==> src/rtl/audio_pkg.sv <==
// -----------------------------------------------------------------------------
// audio_pkg
// Shared types and constants for the audio voice blocks.
//   seq_state_t   : sequencer state (IDLE / PLAY / STOPPING)
//   pat_entry_t   : one pattern step {rest, accent, note[3:0]}
//   PATTERN0/1    : the two 16-step note patterns (index 0 = first step)
//   ACCENT_OFFSET : pulse-width boost applied on accented steps
//   rom_entry()   : combinational pattern ROM lookup
// -----------------------------------------------------------------------------
package audio_pkg;

   typedef enum logic [1:0] {
      IDLE     = 2'd0,
      PLAY     = 2'd1,
      STOPPING = 2'd2
   } seq_state_t;

   typedef struct packed {
      logic       rest;
      logic       accent;
      logic [3:0] note;
   } pat_entry_t;

   localparam int          PAT_LEN       = 16;
   localparam logic [11:0] ACCENT_OFFSET = 12'd1024;

   // Entries are {rest, accent, note[3:0]}.
   localparam logic [5:0] PATTERN0 [PAT_LEN] = '{
      6'h05, 6'h17, 6'h20, 6'h09, 6'h1C, 6'h03, 6'h20, 6'h0A,
      6'h15, 6'h02, 6'h0E, 6'h30, 6'h08, 6'h11, 6'h06, 6'h0F
   };

   localparam logic [5:0] PATTERN1 [PAT_LEN] = '{
      6'h10, 6'h04, 6'h0B, 6'h20, 6'h0D, 6'h12, 6'h07, 6'h20,
      6'h09, 6'h13, 6'h01, 6'h0C, 6'h20, 6'h06, 6'h1F, 6'h04
   };

   function automatic pat_entry_t rom_entry(input logic sel, input logic [3:0] idx);
      rom_entry = sel ? pat_entry_t'(PATTERN1[idx]) : pat_entry_t'(PATTERN0[idx]);
   endfunction

endpackage

==> src/rtl/voice_sequencer_if.sv <==
// -----------------------------------------------------------------------------
// voice_sequencer_if
// Control/output bundle of the step sequencer.
//   run, pattern_sel            : driven by the top level (master)
//   tick, note_out, gate,
//   pulsewidth, step_idx,
//   bar_strobe, busy            : driven by the sequencer (slave)
// -----------------------------------------------------------------------------
interface voice_sequencer_if;

   logic        run;
   logic        pattern_sel;
   logic        tick;
   logic [3:0]  note_out;
   logic        gate;
   logic [11:0] pulsewidth;
   logic [3:0]  step_idx;
   logic        bar_strobe;
   logic        busy;

   modport master (
      output run, pattern_sel,
      input  tick, note_out, gate, pulsewidth, step_idx, bar_strobe, busy
   );

   modport slave (
      input  run, pattern_sel,
      output tick, note_out, gate, pulsewidth, step_idx, bar_strobe, busy
   );

endinterface

==> src/rtl/voice_sequencer_tick_gen.sv <==
// -----------------------------------------------------------------------------
// tick_gen
// Free-running clock divider producing a one-clk enable every TICK_DIV clks.
//   clk    : system clock
//   reset  : asynchronous, active-high reset (counter to 0)
//   o_tick : high for the single clk where the count equals TICK_DIV-1
// -----------------------------------------------------------------------------
module tick_gen #(
   parameter int TICK_DIV = 25
) (
   input  logic clk,
   input  logic reset,
   output logic o_tick
);

   localparam int               CNT_W    = (TICK_DIV > 1) ? $clog2(TICK_DIV) : 1;
   localparam logic [CNT_W-1:0] CNT_LAST = CNT_W'(TICK_DIV - 1);

   logic [CNT_W-1:0] r_cnt;

   always_ff @(posedge clk or posedge reset) begin
      if (reset) begin
         r_cnt <= '0;
      end else if (r_cnt == CNT_LAST) begin
         r_cnt <= '0;
      end else begin
         r_cnt <= r_cnt + CNT_W'(1);
      end
   end

   assign o_tick = (r_cnt == CNT_LAST);

endmodule

==> src/rtl/voice_sequencer.sv <==
// -----------------------------------------------------------------------------
// voice_sequencer
// 16-step note sequencer for the square-wave voice.
//   clk, reset        : system clock, asynchronous active-high reset
//   bus.run           : 1 = play, 0 = stop at the end of the current step
//   bus.pattern_sel   : pattern choice, latched at start and at each bar wrap
//   bus.tick          : one-clk tick enable (also the voice enable)
//   bus.note_out      : scale ROM note index for the current step
//   bus.gate          : voice audible
//   bus.pulsewidth    : PW_BASE + sweep (+ accent offset), 12-bit wrapping
//   bus.step_idx      : current step 0..15
//   bus.bar_strobe    : one-clk pulse when step 15 wraps to step 0
//   bus.busy          : high in PLAY or STOPPING
// All sequencing happens on tick clks; outputs are registered, so they follow
// the deciding tick by one clk.
// -----------------------------------------------------------------------------
module voice_sequencer
   import audio_pkg::*;
#(
   parameter int          TICK_DIV   = 25,
   parameter int          STEP_TICKS = 131072,
   parameter int          GATE_TICKS = 98304,
   parameter logic [11:0] PW_BASE    = 12'd512,
   parameter int          PW_SHIFT   = 10
) (
   input  logic             clk,
   input  logic             reset,
   voice_sequencer_if.slave bus
);

   localparam int               TIS_W    = (STEP_TICKS > 1) ? $clog2(STEP_TICKS) : 1;
   localparam logic [TIS_W-1:0] TIS_LAST = TIS_W'(STEP_TICKS - 1);
   localparam logic [TIS_W-1:0] GATE_LIM = TIS_W'(GATE_TICKS);
   localparam int               SWD_W    = (PW_SHIFT > 0) ? PW_SHIFT : 1;
   localparam logic [SWD_W-1:0] SWD_LAST = SWD_W'((2 ** PW_SHIFT) - 1);

   // Pulse width is a plain 12-bit wrapping sum; overflow is not saturated.
   function automatic logic [11:0] pw_wrap(input logic [8:0] sweep, input logic accent);
      pw_wrap = PW_BASE + {3'b000, sweep} + (accent ? ACCENT_OFFSET : 12'd0);
   endfunction

   seq_state_t       r_state, w_state_nxt;
   logic [TIS_W-1:0] r_tis, w_tis_nxt;
   logic [3:0]       r_step, w_step_nxt;
   logic             r_pat, w_pat_nxt;
   logic [SWD_W-1:0] r_swdiv, w_swdiv_nxt;
   logic [8:0]       r_sweep, w_sweep_nxt;
   pat_entry_t       r_entry, w_entry_nxt, w_rom_entry;
   logic [3:0]       r_note;
   logic             r_gate;
   logic [11:0]      r_pw;
   logic             r_bar;

   logic w_tick, w_step_end, w_bar_wrap, w_start, w_active, w_load;

   tick_gen #(.TICK_DIV(TICK_DIV)) u_tick_gen (
      .clk    (clk),
      .reset  (reset),
      .o_tick (w_tick)
   );

   // Next-state logic
   always_comb begin
      w_state_nxt = r_state;
      if (w_tick) begin
         case (r_state)
            IDLE:     if (bus.run)  w_state_nxt = PLAY;
            PLAY:     if (!bus.run) w_state_nxt = STOPPING;
            STOPPING: begin
               if (bus.run)         w_state_nxt = PLAY;
               else if (w_step_end) w_state_nxt = IDLE;
            end
            default:                w_state_nxt = IDLE;
         endcase
      end
   end

   always_ff @(posedge clk or posedge reset) begin
      if (reset) r_state <= IDLE;
      else       r_state <= w_state_nxt;
   end

   // Counter and pattern advance: candidate values for the next tick
   always_comb begin
      w_step_end = (r_tis == TIS_LAST);
      w_bar_wrap = w_step_end && (r_step == 4'd15);
      w_start    = w_tick && (r_state == IDLE) && bus.run;
      w_active   = w_tick && (r_state != IDLE);
      if (w_start) begin
         w_tis_nxt   = '0;
         w_step_nxt  = '0;
         w_pat_nxt   = bus.pattern_sel;
         w_swdiv_nxt = '0;
         w_sweep_nxt = '0;
      end else begin
         w_tis_nxt   = w_step_end ? '0 : r_tis + TIS_W'(1);
         w_step_nxt  = w_step_end ? r_step + 4'd1 : r_step;
         // pattern_sel only takes effect when a new bar begins
         w_pat_nxt   = w_bar_wrap ? bus.pattern_sel : r_pat;
         w_swdiv_nxt = (r_swdiv == SWD_LAST) ? '0 : r_swdiv + SWD_W'(1);
         w_sweep_nxt = (r_swdiv == SWD_LAST) ? r_sweep + 9'd1 : r_sweep;
      end
      w_load      = w_start || (w_active && w_step_end);
      w_rom_entry = rom_entry(w_pat_nxt, w_step_nxt);
      w_entry_nxt = w_load ? w_rom_entry : r_entry;
   end

   // Registered counters and outputs
   always_ff @(posedge clk or posedge reset) begin
      if (reset) begin
         r_tis   <= '0;
         r_step  <= '0;
         r_pat   <= 1'b0;
         r_swdiv <= '0;
         r_sweep <= '0;
         r_entry <= '0;
         r_note  <= '0;
         r_gate  <= 1'b0;
         r_pw    <= PW_BASE;
         r_bar   <= 1'b0;
      end else begin
         r_bar <= 1'b0;
         if (w_start || w_active) begin
            r_tis   <= w_tis_nxt;
            r_step  <= w_step_nxt;
            r_pat   <= w_pat_nxt;
            r_swdiv <= w_swdiv_nxt;
            r_sweep <= w_sweep_nxt;
            r_entry <= w_entry_nxt;
            r_bar   <= w_active && w_bar_wrap;
            if (w_state_nxt == IDLE) begin
               // Stopping at the boundary: silence, hold note and pulse width
               r_gate <= 1'b0;
            end else begin
               r_gate <= !w_entry_nxt.rest && (w_tis_nxt < GATE_LIM);
               // A rest keeps the previous note so the oscillator pitch is stable
               if (!w_entry_nxt.rest) r_note <= w_entry_nxt.note;
               r_pw   <= pw_wrap(w_sweep_nxt, w_entry_nxt.accent);
            end
         end
      end
   end

   assign bus.tick       = w_tick;
   assign bus.note_out   = r_note;
   assign bus.gate       = r_gate;
   assign bus.pulsewidth = r_pw;
   assign bus.step_idx   = r_step;
   assign bus.bar_strobe = r_bar;
   assign bus.busy       = (r_state != IDLE);

endmodule

==> src/flat_wrapper.sv <==
// flat-port wrapper written by rule: the top's interface ports become plain ports
module voice_sequencer_flat import audio_pkg::*;
#(
   parameter int          TICK_DIV   = 25,
   parameter int          STEP_TICKS = 131072,
   parameter int          GATE_TICKS = 98304,
   parameter logic [11:0] PW_BASE    = 12'd512,
   parameter int          PW_SHIFT   = 10
)
  (clk, reset, bus_run, bus_pattern_sel, bus_tick, bus_note_out, bus_gate, bus_pulsewidth, bus_step_idx, bus_bar_strobe, bus_busy);
  voice_sequencer_if bus_i ();
  input  logic clk;
  input  logic reset;
  input wire logic [$bits(bus_i.run)-1:0] bus_run;
  input wire logic [$bits(bus_i.pattern_sel)-1:0] bus_pattern_sel;
  output wire logic [$bits(bus_i.tick)-1:0] bus_tick;
  output wire logic [$bits(bus_i.note_out)-1:0] bus_note_out;
  output wire logic [$bits(bus_i.gate)-1:0] bus_gate;
  output wire logic [$bits(bus_i.pulsewidth)-1:0] bus_pulsewidth;
  output wire logic [$bits(bus_i.step_idx)-1:0] bus_step_idx;
  output wire logic [$bits(bus_i.bar_strobe)-1:0] bus_bar_strobe;
  output wire logic [$bits(bus_i.busy)-1:0] bus_busy;
  assign bus_i.run = bus_run;
  assign bus_i.pattern_sel = bus_pattern_sel;
  assign bus_tick = bus_i.tick;
  assign bus_note_out = bus_i.note_out;
  assign bus_gate = bus_i.gate;
  assign bus_pulsewidth = bus_i.pulsewidth;
  assign bus_step_idx = bus_i.step_idx;
  assign bus_bar_strobe = bus_i.bar_strobe;
  assign bus_busy = bus_i.busy;
  voice_sequencer #(.TICK_DIV(TICK_DIV), .STEP_TICKS(STEP_TICKS), .GATE_TICKS(GATE_TICKS), .PW_BASE(PW_BASE), .PW_SHIFT(PW_SHIFT)) u_core (.clk(clk), .reset(reset), .bus(bus_i));
endmodule
==> config.mk <==
export PLATFORM = sky130hd
export DESIGN_NAME = voice_sequencer_flat
export DESIGN_NICKNAME = d
export VERILOG_FILES = /design/src/rtl/audio_pkg.sv /design/src/rtl/voice_sequencer_if.sv /design/src/rtl/voice_sequencer_tick_gen.sv /design/src/rtl/voice_sequencer.sv /design/src/flat_wrapper.sv
export SDC_FILE = /design/constraint.sdc
export NUM_CORES = 1
export LEC_CHECK = 0
export ABC_AREA = 1
export CAP_MARGIN = 25
export CORE_MARGIN = 2
export CORE_UTILIZATION = 35
export DETAILED_ROUTE_END_ITERATION = 10
export GPL_TIMING_DRIVEN = 1
export PLACE_DENSITY = 0.56
export SLEW_MARGIN = 20
export SYNTH_ARGS = -nofsm -noshare
export SYNTH_HDL_FRONTEND = slang
export SYNTH_HIERARCHICAL = 1
export SYNTH_SLANG_ARGS = --single-unit
==> constraint.sdc <==
create_clock -name clk -period 4.95 [get_ports clk]
set_input_delay 0.99 -clock clk [delete_from_list [all_inputs] [get_ports clk]]
set_output_delay 0.99 -clock clk [all_outputs]
set_load 0.1 [all_outputs]
# After elaboration in Yosys (flattened, before gate mapping)
# Memory sizes are Yosys's and may differ from the RTL's.
# Cells that the tools add are included.
# classes
add_sub_neg,7
n_lt_le_gt_ge,2
n_eq_ne,6
mux,26
bitwise_logic,3
reduce_logical,15
# ops
operator,count
$mux 6,6
$mux 17,2
$mux 10,2
$mux 9,2
$add 17x1->17 const B,1
$eq 17x17->1 const B,1
$lt 17x17->1 const B,1
$add 12x12->12,1
$add 10x9->11 const A,1
$mux 11,1
$add 10x1->10 const B,1
$eq 10x10->1 const B,1
$mux 2,5
$add 9x1->9 const B,1
$mux 4,2
$logic_and 1x1->1,7
$pmux 2 s3,1
$add 5x1->5 const B,1
$eq 5x5->1 const B,1
$ge 5x5->1 const B,1
$mux 5,1
$not 4->5,1
$add 4x1->4 const B,1
$eq 4x4->1 const B,1
10 further kinds,16
# word_totals
regBits,72
mem_bits_ro,192
in_bits,4
out_inout_bits,24
n_memories,2
# memory_table
memory,words,word_bits,rd,rd_ports_with_merged_regs,write_ports,line,source
(no name shown),16,6,1,0,0,audio_pkg.sv:39,rom_entry = sel ? pat_entry_t'(PATTERN1[idx]) : pat_entry_t'(PATTERN0[idx]);
(no name shown),16,6,1,0,0,audio_pkg.sv:39,

# Depth between registers and ports, before layout
# Gate-level depths: netlist of run 1.
# depth
word_depth,13
depth_mapped,23

# By module
# Netlist of run 1, hierarchy kept.
# modules_own_cells
module,n_inst,cells_per_inst,area_each_um2
voice_sequencer,1,491,3841.2
tick_gen,1,30,249.0

# Worst setup path before layout of run 1
# Ideal clock, no wire load.
# synth_timing
path_kind,reg2reg
startpoint,register u_core.r_tis[0]
endpoint,"register u_core.r_note[0], in the netlist u_core/bus.note_out[0]"
t_arrival_ns,3.166
required_time_ns,4.830
path_slack_ns,1.664
path_stages_with_launch,23
synth_period_minus_slack_ns,3.286
path_cell_list,dfrtp_1 -> ha_1 -> nand3_1 -> nor4_4 -> nand2_1 -> nor2_1 -> nand2_1 -> nor3_1 -> ha_1 -> inv_1 -> nand2_1 -> nand2_1 -> nor2_1 -> inv_1 -> ha_1 -> nand4_1 -> nand2_1 -> nand3_2 -> nand3_2 -> nand2_1 -> nand2_2 -> nand2_1 -> nand2_1
# synth_between
elab_chain_cells,11
# synth_rtl
element,line,source
from (decl),voice_sequencer.sv:43,"logic [TIS_W-1:0] r_tis, w_tis_nxt;"
from (signal assigned),voice_sequencer.sv:124,r_tis <= w_tis_nxt;
$eq 17x17->1 *,voice_sequencer.sv:85,w_step_end = (r_tis == TIS_LAST);
$mux 4 *,voice_sequencer.sv:97,w_step_nxt = w_step_end ? r_step + 4'd1 : r_step;
$mux 4 *,voice_sequencer.sv:89,if (w_start) begin
via u_core.w_step_nxt[0],voice_sequencer.sv:44,"logic [3:0] r_step, w_step_nxt;"
$not 4->5 (implied by the code) *,audio_pkg.sv:39,
$mem_v2 16x6,n/a,
$mux 6 (implied by the code) (2 in a row),audio_pkg.sv:39,
$mux 6 *,audio_pkg.sv:39,
$mux 6 *,voice_sequencer.sv:105,w_entry_nxt = w_load ? w_rom_entry : r_entry;
$not 1->1 (no source line),n/a,
$reduce_and 3->1 (no source line),n/a,
to (signal assigned),voice_sequencer.sv:137,if (!w_entry_nxt.rest) r_note <= w_entry_nxt.note;
to (decl),voice_sequencer.sv:49,logic [3:0] r_note;
# The timed path passes the listed nets; every way through them passes the cells marked *. The select of a mux whose other input is x is not followed.
# A chain may end at the register's enable or synchronous reset.

# Worst setup path in the final report of run 1
# layout_timing
startpoint,register u_core.r_tis[0]
endpoint,"register u_core.r_note[3], in the netlist u_core/bus.note_out[3]"
# The elaborated chain is that of the path after synthesis.

==> out/metrics.yaml, run 1 <==
crit_path_frequent_cell: "nand2_1"
rsz0062_at_grt: "no"
core_mm2: 0.0114
cts_sinks: 70
track_usage_pct: 15.2
dp_hpwl_um: 6340
syn_nets: 539
die-width_um: 112
io_pins: 28
postRouteAntennaNets: 0
die_h_um: 112
critical_path.top_delay_family: "simple AND/OR/NAND/NOR gates"
dr.pass1.iters: 4
post-route-util_pct: 42.1
placed_area_mm2: 0.00445
rrSetupSlack_ps: 1120
grt_pass1_vias: 3373
end_kind: "flip-flop"
hold_slack_ps: 477
wl_um: 9060
max-clock-path-buffers: 2
r2r_start: "u_core/r_tis[0]$_DFFE_PP0P_"
portBuffers: 25
hp-class: "flip-flop to flip-flop"
finalInstanceArea_mm2: 0.00480
cts_tree: "yes"
path_max_fanout: 8
maxSlewHeadroom_pct: 34.2
critPathLaunchType: "flip-flop"
reg2reg_depth: 22
min_from: "u_core/bus.pulsewidth[3]$_DFFE_PP0P_"
crit_buf_inv: 2
synth_seq_cells: 70
cpPeakStageDelay_ps: 380
cts_made_buffers: 9
dieArea_mm2: 0.0126
crit_required_ps: 5160
critPathArrivalTime_ps: 4050
yosysUniqueCellTypes: 42
drive_gt1_share_pct: 10.8
ys.flop_type: "dfrtp_1"
netlist_area_mm2: 0.00409
tightest_slew_ps: 984
async_reset_ff_share_pct: 100
vias: 3454
syn_area_per_cell_um2: 7.85
setup_ws_ps: 1120
detail_route.wl_per_cell_um: 13.0
setup_violations: 0
path_depth: 22
maxCapViolations: 0
tns_ps: 0
dp_slack_ps: 1140
synth_enable_flop_cells: 0
ctsHoldBuffers: 0
status: "finished clean"
clock.fmax_mhz: 261
start_util_pct: 35.8
path_cells: "ha_1 > nand3_1 > nor4_4 > nand2_1 > nor2_1 > nand2_1 > nor3_1 > ha_1 > inv_1 > nand2_1 > nand2_1 > nor2_1 > inv_1 > ha_1 > nand4_1 > nand2_1 > nand3_2 > nand3_2 > nand2_1 > nand2_2 > nand2_1 > nand2_1"
antenna_found_initial: 0
ys.warnings.count: 6
synth_xor_area_share_pct: 1.93
period_minus_slack_ps: 3830
hold_path_depth: 2
yosys.area_share.simple_pct: 33.2
overflow: 0
diodes: 0
htree_levels: 3
insertion_delay_ps: 330
synthMuxAreaShare_pct: 0
ir_drop_uv: 171
leakagePower_uw: 0.00244
synth_compound_area_share_pct: 9.64
p_per_area_mw_per_mm2: 296
via_per_inst: 4.96
post_cts_buffers: 0
cts_resized: 0
netlist_instances: 521
reg2reg_to: "u_core/bus.note_out[3]$_DFFE_PP0P_"
synth_top_family_by_area: "simple AND/OR/NAND/NOR gates"
nNetsFinal: 566
drt_iter0_drc: 235
grt_max_degree: 46
finClkSkew_ps: 8.34
path_clk_slew_ps: 60
synthAdderAreaFrac_pct: 4.28
drc: 0
gp_congestion: 0.891
fin_crit_sh_pct: 77.4
syn_to_final_growth_pct: 17.4
grt_pass1_wl_um: 15800
ys_seq_area_share_pct: 42.8
hold_violations: 0
crit_slowest_cell: "dfrtp_1"
rows: 39
drv_slew: 0
crit_type: "flip-flop to flip-flop"
min_to: "u_core/bus.pulsewidth[3]$_DFFE_PP0P_"
cts_root_buf: "clkbuf_16"
per-stage QoR:
step | power (uW) | std cells
floorplan | 690 | 521
global placement | 718 | 679
detailed placement | 720 | 679
CTS | 1440 | 695
global route | 1480 | 696
finish | 1420 | 696
placed cells by master (no fill, tap or decap), types with 6 or more instances in the layout:
cell             count
a21oi_1             12
clkbuf_16            9
clkdlybuf4s50_1     25
dfrtp_1             70
ha_1                14
inv_1               55
nand2_1            154
nand2_2              6
nand3_1             49
nand4_1             13
nor2_1              27
nor2_2               6
nor2_4               6
o21ai_0             35
o22ai_1              6
xor2_1               6
worst max-delay path by stage:
stage | startpoint | to | slack [ps]
floorplan | u_core/r_tis[0]$_DFFE_PP0P_ | u_core/bus.note_out[0]$_DFFE_PP0P_ | 1660
global placement | u_core/r_tis[0]$_DFFE_PP0P_ | u_core/bus.note_out[1]$_DFFE_PP0P_ | 1260
detailed placement | u_core/r_tis[0]$_DFFE_PP0P_ | u_core/bus.note_out[1]$_DFFE_PP0P_ | 1140
CTS | u_core/r_tis[0]$_DFFE_PP0P_ | u_core/bus.note_out[3]$_DFFE_PP0P_ | 1110
global route | u_core/r_tis[0]$_DFFE_PP0P_ | u_core/bus.note_out[3]$_DFFE_PP0P_ | 640
finish | u_core/r_tis[0]$_DFFE_PP0P_ | u_core/bus.note_out[3]$_DFFE_PP0P_ | 1120
logic make-up after synthesis:
family | count (synthesis)
fa+ha+maj | 14
xor+xnor | 9
buf+inv | 74
flops | 70
compound gates | 68
simple gates | 284
other cells | 2
state kept, by name, indices dropped and copies added, names as in the netlist:
name,flops
u_core/r_sweep,9
u_core/u_tick_gen/r_cnt,5
u_core/bus.step_idx,4
u_core/bus.pulsewidth,10
u_core/bus.bar_strobe,1
u_core/r_swdiv,10
u_core/bus.gate,1
u_core/r_state,2
u_core/r_tis,17
u_core/bus.note_out,4
u_core/r_entry,6
u_core/r_pat,1
metal layers:
layer	up-vias	share of wire, %	track usage (%)
li1	1757	-	-
met1	1640	48	20.2
met2	47	47	24.5
met3	10	2.9	3.13
met4	0	1.8	5.53
met5	-	0	0
area by class of cell:
class	instances	area [um2]
multi-input combinational	377	2010
clock inverter	5	81.3
sequential	70	1750
inverter	61	230
tap	143	179
fill	1165	6620
clock buffer	11	253
timing repair buffer	29	293
synthesized netlist by cell type, types with 4 or more instances:
cell     instances  area share, %
nand3_1         49            6.0
nand2_1        154             14
a21oi_1         12            1.5
dfrtp_1         70             43
nand3_2          4           0.98
nor2_2           6           0.92
o21ai_0         35            4.3
ha_1            14            4.3
nand4_1         13            2.0
nor2_1          27            2.5
inv_2            4           0.37
o21ai_1          4           0.49
nor2_4           6            1.7
xor2_1           6            1.3
o22ai_1          6           0.92
inv_1           56            5.1
nor3_1           5           0.61
nand2_2          6           0.92
buf_6            4            1.1
worst reg2reg max path: cells and delay by family (launching register included):
family        cells  cell delay [ps]
flops             1              380
fa+ha+maj         3              800
simple gates     17             2300
buf+inv           2              240
report_power, final:
| part | internal, uW | switching (uW) | total, uW |
|---|---|---|---|
| Sequential | 578 | 2.44 | 581 |
| Combinational | 33.5 | 95.5 | 129 |
| Clock | 468 | 244 | 712 |
| Total | 1080 | 342 | 1420 |
Power figures use the tool's default switching activity.
==> inputs of run 2 (changes only) <==
Clock period 4.95 ns to 3.7 ns, I/O delays scaled along.
==> run 2 against run 1 <==
Compared with the run above: clock-buffer cell count unchanged; sequential power increased by 34%; clock power increased by 14%; clock skew about the same; sequential cell count unchanged; wire length increased by 3.7%; hold slack got worse by 1.7 ps; cell count increased by 1.1%; largest cell class unchanged.
==> out/metrics.yaml, run 2 (same netlist as run 1, synthesis figures left out) <==
path_clk_slew_ps: 60  # about the same
drive_gt1_share_pct: 13.9  # +3.1 points
track_usage_pct: 16.0  # +0.80 points
final_common_cell: "nand2_1"
dr.pass1.iters: 5  # +1
fin_crit_sh_pct: 90.7  # +13 points
instances_no_fill: 704  # +1.1%
vias: 3519  # +1.9%
antenna_found_initial: 0  # unchanged
num-fill-cells: 1158  # -0.60%
cts_sinks: 70  # unchanged
diodes: 0  # unchanged
placed_cells: 682  # +0.44%
end_kind: "flip-flop"
core_mm2: 0.0114  # unchanged
rows: 39  # unchanged
pwr-share-comb_pct: 9.8  # +0.7 points
cts_made_buffers: 9  # unchanged
syn_to_final_growth_pct: 18.5
critPathArrivalTime_ps: 3580  # -470 ps
grt_pass1_vias: 3420  # +1.4%
reg2reg_to: "u_core/bus.note_out[3]$_DFFE_PP0P_"
clock.fmax_mhz: 298  # +14%
finClkSkew_ps: 8.62  # +0.279 ps
dr.max_layer_used: "met4"
drc: 0  # unchanged
critPathLaunchType: "flip-flop"
max-clock-path-buffers: 2  # unchanged
nNetsFinal: 574  # +1.4%
final_cell_mix: "nand2_1, dfrtp_1, inv_1, nand3_1, o21ai_0"
met3_wirelength_um: 246  # -5.0%
cts_tree: "yes"
dp_hpwl_um: 6560  # +3.5%
rrSetupSlack_ps: 350  # -770 ps
p_switching_uw: 470  # +37%
largest_reg_flops: 17  # unchanged
finalInstanceArea_mm2: 0.00485  # +0.94%
htree_levels: 3  # unchanged
p_int_uw: 1290  # +19%
setup_violations: 0  # unchanged
detail_route.wl_per_cell_um: 13.3  # +2.5%
crit_type: "flip-flop to flip-flop"
start_util_pct: 35.8  # unchanged
status: "finished clean"
placed_area_mm2: 0.00447  # +0.45%
crit_required_ps: 3930  # -1230 ps
p_per_area_mw_per_mm2: 363  # +23%
dieArea_mm2: 0.0126  # unchanged
clkPwrFrac_pct: 46.1  # -4.0 points
via_per_inst: 5.00  # +0.72%
route.met2.wl_um: 4360  # +1.5%
r2r_start: "u_core/r_tis[0]$_DFFE_PP0P_"
reg2reg_depth: 21  # -4.5%
regMostFlops: "u_core/r_tis"
maxCapViolations: 0  # unchanged
hp-class: "flip-flop to flip-flop"
io_pins: 28  # unchanged
wl_um: 9390  # +3.7%
wirelength_met1_um: 4570  # +5.2%
gp_congestion: 0.867  # -2.7%
period_minus_slack_ps: 3350  # -478 ps
hold_violations: 0  # unchanged
overflow: 0  # unchanged
grt_pass1_wl_um: 16400  # +3.5%
leakagePower_uw: 0.00245  # +0.20%
cts_root_buf: "clkbuf_16"
ir_drop_uv: 181  # +5.7%
drv_slew: 0  # unchanged
drt_iter0_drc: 244  # +3.8%
p_seq_share_pct: 44.1  # +3.3 points
swShare_pct: 26.7  # +2.7 points
cp-endpoint: "u_core/bus.note_out[3]$_DFFE_PP0P_"
postRouteAntennaNets: 0  # unchanged
grt_max_degree: 40  # -13%
maxSlewHeadroom_pct: 35.1  # +0.94 points
insertion_delay_ps: 340  # about the same
portBuffers: 25  # unchanged
tightest_slew_ps: 970  # -14.0 ps
cp-startpoint: "u_core/r_tis[0]$_DFFE_PP0P_"
die_h_um: 112  # unchanged
die-width_um: 112  # unchanged
path_max_fanout: 7  # -1
-- run 2: cell types whose count changed in the layout (fill, tap and decap cells not counted), moves of 2 or more --
cell / previous run / this run
buf_4: 3 / 13
bufinv_16: 2 / 0
ha_1: 14 / 12
nand2_1: 154 / 151
nand2_2: 6 / 9
nand3_1: 49 / 47
nor2_1: 27 / 25
nor2_2: 6 / 8
-- run 2: layer usage --
layer  global-route usage, %  vias to the layer above
li1                        -                     1771
met1                    21.5                     1669
met2                    25.2                       66
met3                    2.54                       13
met4                    7.72                        0
met5                       0                        -
-- run 2: power groups by stage --
stage	Combinational [uW]	Sequential, uW	Clock (uW)
global route	194	777	863
finish	173	777	811
CTS	175	777	833
global placement	173	791	0
floorplan	108	815	0
detailed placement	175	791	0
-- run 2: worst min-delay path by stage --
stage | end | cells past startpoint | startpoint | slack, ps
finish | u_core/bus.pulsewidth[0]$_DFFE_PP0P_ | 2 | u_core/bus.pulsewidth[0]$_DFFE_PP0P_ | 480
global route | u_core/bus.pulsewidth[3]$_DFFE_PP0P_ | 2 | u_core/bus.pulsewidth[3]$_DFFE_PP0P_ | 500
CTS | u_core/r_entry[1]$_DFFE_PP0P_ | 2 | u_core/r_entry[1]$_DFFE_PP0P_ | 480
detailed placement | u_core/bus.pulsewidth[10]$_DFFE_PP0P_ | 2 | u_core/bus.pulsewidth[10]$_DFFE_PP0P_ | 470
global placement | u_core/bus.pulsewidth[1]$_DFFE_PP0P_ | 2 | u_core/bus.pulsewidth[1]$_DFFE_PP0P_ | 460
floorplan | u_core/r_entry[1]$_DFFE_PP0P_ | 2 | u_core/r_entry[1]$_DFFE_PP0P_ | 440
-- run 2: area by class of cell --
type / count / area, um2 / area share [%]
sequential: 70 / 1750 / 36.1
multi-input combinational: 377 / 2070 / 42.7
clock inverter: 5 / 35.0 / 0.723
tap: 143 / 179 / 3.69
clock buffer: 11 / 243 / 5.01
timing repair buffer: 37 / 338 / 6.97
inverter: 61 / 230 / 4.75
-- run 2: worst max-delay path, cell delays in order (launching register included) --
cell and delay (ps):
dfrtp_1 370, ha_2 210, nand3_2 150, nor4_4 350
nand2_2 120, nor2_2 120, nand2_2 100, nor3_4 230
ha_4 210, nand2_2 90, nand2_2 110, nor2_2 50
buf_4 150, ha_1 250, nand2_1 130, nand2_1 80
nand3_2 100, nand3_2 100, nand2_1 120, nand2_2 80
nand2_1 70, nand2_1 50
-- run 2: repair_timing --
| item | in CTS | in global routing |
|---|---|---|
| hold buffers | 0 | 0 |
| gates resized for setup | 0 | 13 |
| endpoints found under the setup margin | 0 | 12 |
| endpoints found under the hold margin | 0 | 0 |
| setup buffers | 0 | 6 |
-- run 2: per-stage QoR --
| stage | hold WS, ps | TNS (ps) | util, % | worst slack (ps) | total power [uW] |
|---|---|---|---|---|---|
| CTS | 481 | 0 | 41.6 | 39.7 | 1780 |
| global route | 502 | -4.63 | 42.5 | -4.63 | 1830 |
| global placement | 461 | 0 | 39.1 | 199 | 964 |
| floorplan | 445 | 0 | - | 414 | 923 |
| detailed placement | 465 | 0 | 39.1 | 70.4 | 966 |
| finish | 475 | 0 | 42.5 | 345 | 1760 |
==> inputs of run 3 (changes only) <==
Settings changed: SETUP_SLACK_MARGIN set to 0.1.
==> run 3 against run 2 <==
Compared with the run above: sequential cell count stayed put; maximum frequency is 2.5% higher; design area is 0.36% higher; non-clock buffer count is 1 higher; global-route usage hardly changed; clock skew hardly changed; critical path depth is 2 higher; clock-buffer cell count stayed put; register-to-register slack better by 80 ps; core utilization is 0.15 points higher; largest cell class unchanged.
==> out/metrics.yaml, run 3 (same netlist as run 1, synthesis figures left out) <==
status: "finished clean"
path_clk_slew_ps: 60  # about the same
dr.pass1.iters: 4  # -1
cts_tree: "yes"
portBuffers: 25  # unchanged
tns_ps: 0  # unchanged
track_usage_pct: 16.0  # +0.046 points
clkPwrFrac_pct: 46.0  # about the same
clock.fmax_mhz: 306  # +2.5%
num-fill-cells: 1159  # +0.086%
crit_type: "flip-flop to flip-flop"
die_h_um: 112  # unchanged
p_switching_uw: 468  # -0.37%
vias: 3497  # -0.63%
ir_drop_uv: 181  # about the same
pwr-share-comb_pct: 9.8  # about the same
grt_pass1_vias: 3439  # +0.56%
placed_area_mm2: 0.00447  # unchanged
postRouteAntennaNets: 0  # unchanged
htree_levels: 3  # unchanged
instances_no_fill: 705  # +0.14%
setup_violations: 0  # unchanged
overflow: 0  # unchanged
syn_to_final_growth_pct: 18.9
ctsHoldBuffers: 0  # unchanged
rsz0062_at_grt: "no"
cts_root_buf: "clkbuf_16"
hold_violations: 0  # unchanged
path_max_fanout: 7  # unchanged
hp-class: "flip-flop to flip-flop"
cts_made_buffers: 9  # unchanged
core_mm2: 0.0114  # unchanged
grt_pass1_wl_um: 16400  # +0.34%
via_per_inst: 4.96  # -0.77%
start_util_pct: 35.8  # unchanged
diodes: 0  # unchanged
cts_sinks: 70  # unchanged
io_pins: 28  # unchanged
final_common_cell: "nand2_1"
hold_slack_ps: 475  # +0.0810 ps
leakagePower_uw: 0.00246  # +0.31%
critPathLaunchType: "flip-flop"
p_seq_share_pct: 44.2  # about the same
drv_slew: 0  # unchanged
gp_congestion: 0.867  # unchanged
wl_um: 9350  # -0.44%
largest_reg_flops: 17  # unchanged
placed_cells: 682  # unchanged
p_per_area_mw_per_mm2: 362  # -0.46%
detail_route.wl_per_cell_um: 13.3  # -0.58%
maxSlewHeadroom_pct: 35.1  # about the same
rows: 39  # unchanged
maxCapViolations: 0  # unchanged
dieArea_mm2: 0.0126  # unchanged
period_minus_slack_ps: 3270  # -82.1 ps
drt_iter0_drc: 215  # -12%
regMostFlops: "u_core/r_tis"
insertion_delay_ps: 340  # about the same
swShare_pct: 26.6  # -0.072 points
drive_gt1_share_pct: 14.1  # +0.15 points
finClkSkew_ps: 8.89  # +0.276 ps
final_cell_mix: "nand2_1, dfrtp_1, inv_1, nand3_1, o21ai_0"
critPathArrivalTime_ps: 3500  # -80 ps
max-clock-path-buffers: 2  # unchanged
die-width_um: 112  # unchanged
finalInstanceArea_mm2: 0.00486  # +0.36%
fin_crit_sh_pct: 88.4  # -2.2 points
antenna_found_initial: 0  # unchanged
crit_required_ps: 3920  # about the same
p_int_uw: 1290  # about the same
drc: 0  # unchanged
nNetsFinal: 575  # +0.17%
tightest_slew_ps: 970  # -0.0454 ps
end_kind: "flip-flop"
dp_hpwl_um: 6560  # unchanged
grt_max_degree: 40  # unchanged
## run 3: cell types whose count changed in the layout (fill, tap and decap cells not counted)
| cell | change |
|---|---|
| ha_2 | -1 |
| ha_4 | +1 |
| buf_4 | +1 |
## run 3: repair_timing
item | CTS | global route
pin swaps | 1 | 4
setup endpoints to repair | 5 | 12
resized for setup | 1 | 13
setup buffers | 1 | 6
## run 3: power groups by stage
| stage | registers (uW) | logic, uW | clock network (uW) |
|---|---|---|---|
| after global routing | 777 | 194 | 862 |
| after floorplan | 815 | 108 | 0 |
| final | 777 | 172 | 809 |
| after detailed placement | 791 | 175 | 0 |
| after CTS | 777 | 175 | 833 |
| after global placement | 791 | 173 | 0 |
## run 3: metal layers
layer	part of all wire [%]	up-vias	global-route usage [%]
li1	-	1773	-
met1	49	1656	21.6
met2	46	53	25.3
met3	2.5	15	2.54
met4	2.3	0	7.72
met5	0	-	0
## run 3: final timing paths
check | start | slack [ps] | end | depth (start not counted)
max in group asynchronous | reset | 2040 | u_core/r_sweep[8]$_DFFE_PP0P_ | 3
worst max-delay path | u_core/r_tis[1]$_DFFE_PP0P_ | 430 | u_core/bus.note_out[2]$_DFFE_PP0P_ | 23
min in group asynchronous | reset | 680 | u_core/u_tick_gen/r_cnt[4]$_DFF_PP0_ | 2
worst max register to register | u_core/r_tis[1]$_DFFE_PP0P_ | 430 | u_core/bus.note_out[2]$_DFFE_PP0P_ | 23
worst min-delay path | u_core/bus.pulsewidth[0]$_DFFE_PP0P_ | 480 | u_core/bus.pulsewidth[0]$_DFFE_PP0P_ | 2
worst min register to register | u_core/bus.pulsewidth[0]$_DFFE_PP0P_ | 480 | u_core/bus.pulsewidth[0]$_DFFE_PP0P_ | 2
## run 3: area by class of cell
class / count / area [um2] / area share (%)
Multi-Input combinational cell: 377 / 2080 / 42.8
Sequential cell: 70 / 1750 / 36.0
Timing Repair Buffer: 38 / 345 / 7.10
Clock buffer: 11 / 243 / 4.99
Inverter: 61 / 230 / 4.73
Tap cell: 143 / 179 / 3.68
Clock inverter: 5 / 35.0 / 0.720
## run 3: metrics by stage
| step | setup slack, ps | util (%) | power, uW |
|---|---|---|---|
| CTS | 117 | 41.7 | 1780 |
| detailed placement | 70.4 | 39.1 | 966 |
| floorplan | 414 | - | 923 |
| finish | 428 | 42.6 | 1760 |
| global route | 105 | 42.6 | 1830 |
| global placement | 199 | 39.1 | 964 |
## run 3: worst max-delay path, stage by stage, from the launching register on
cell	delay [ps]
dfrtp_1	400
ha_4	170
nand3_4	110
nor4_4	340
nand2_2	120
nor2_2	120
nand2_2	100
nor3_4	220
ha_4	200
inv_1	40
nand2_1	70
nand2_2	70
nor2_2	130
inv_1	100
ha_1	230
nand4_1	140
buf_4	140
nand2_1	40
nand2_1	60
nand3_1	80
nand3_1	80
nand2_1	70
nand2_1	70
nand2_1	50
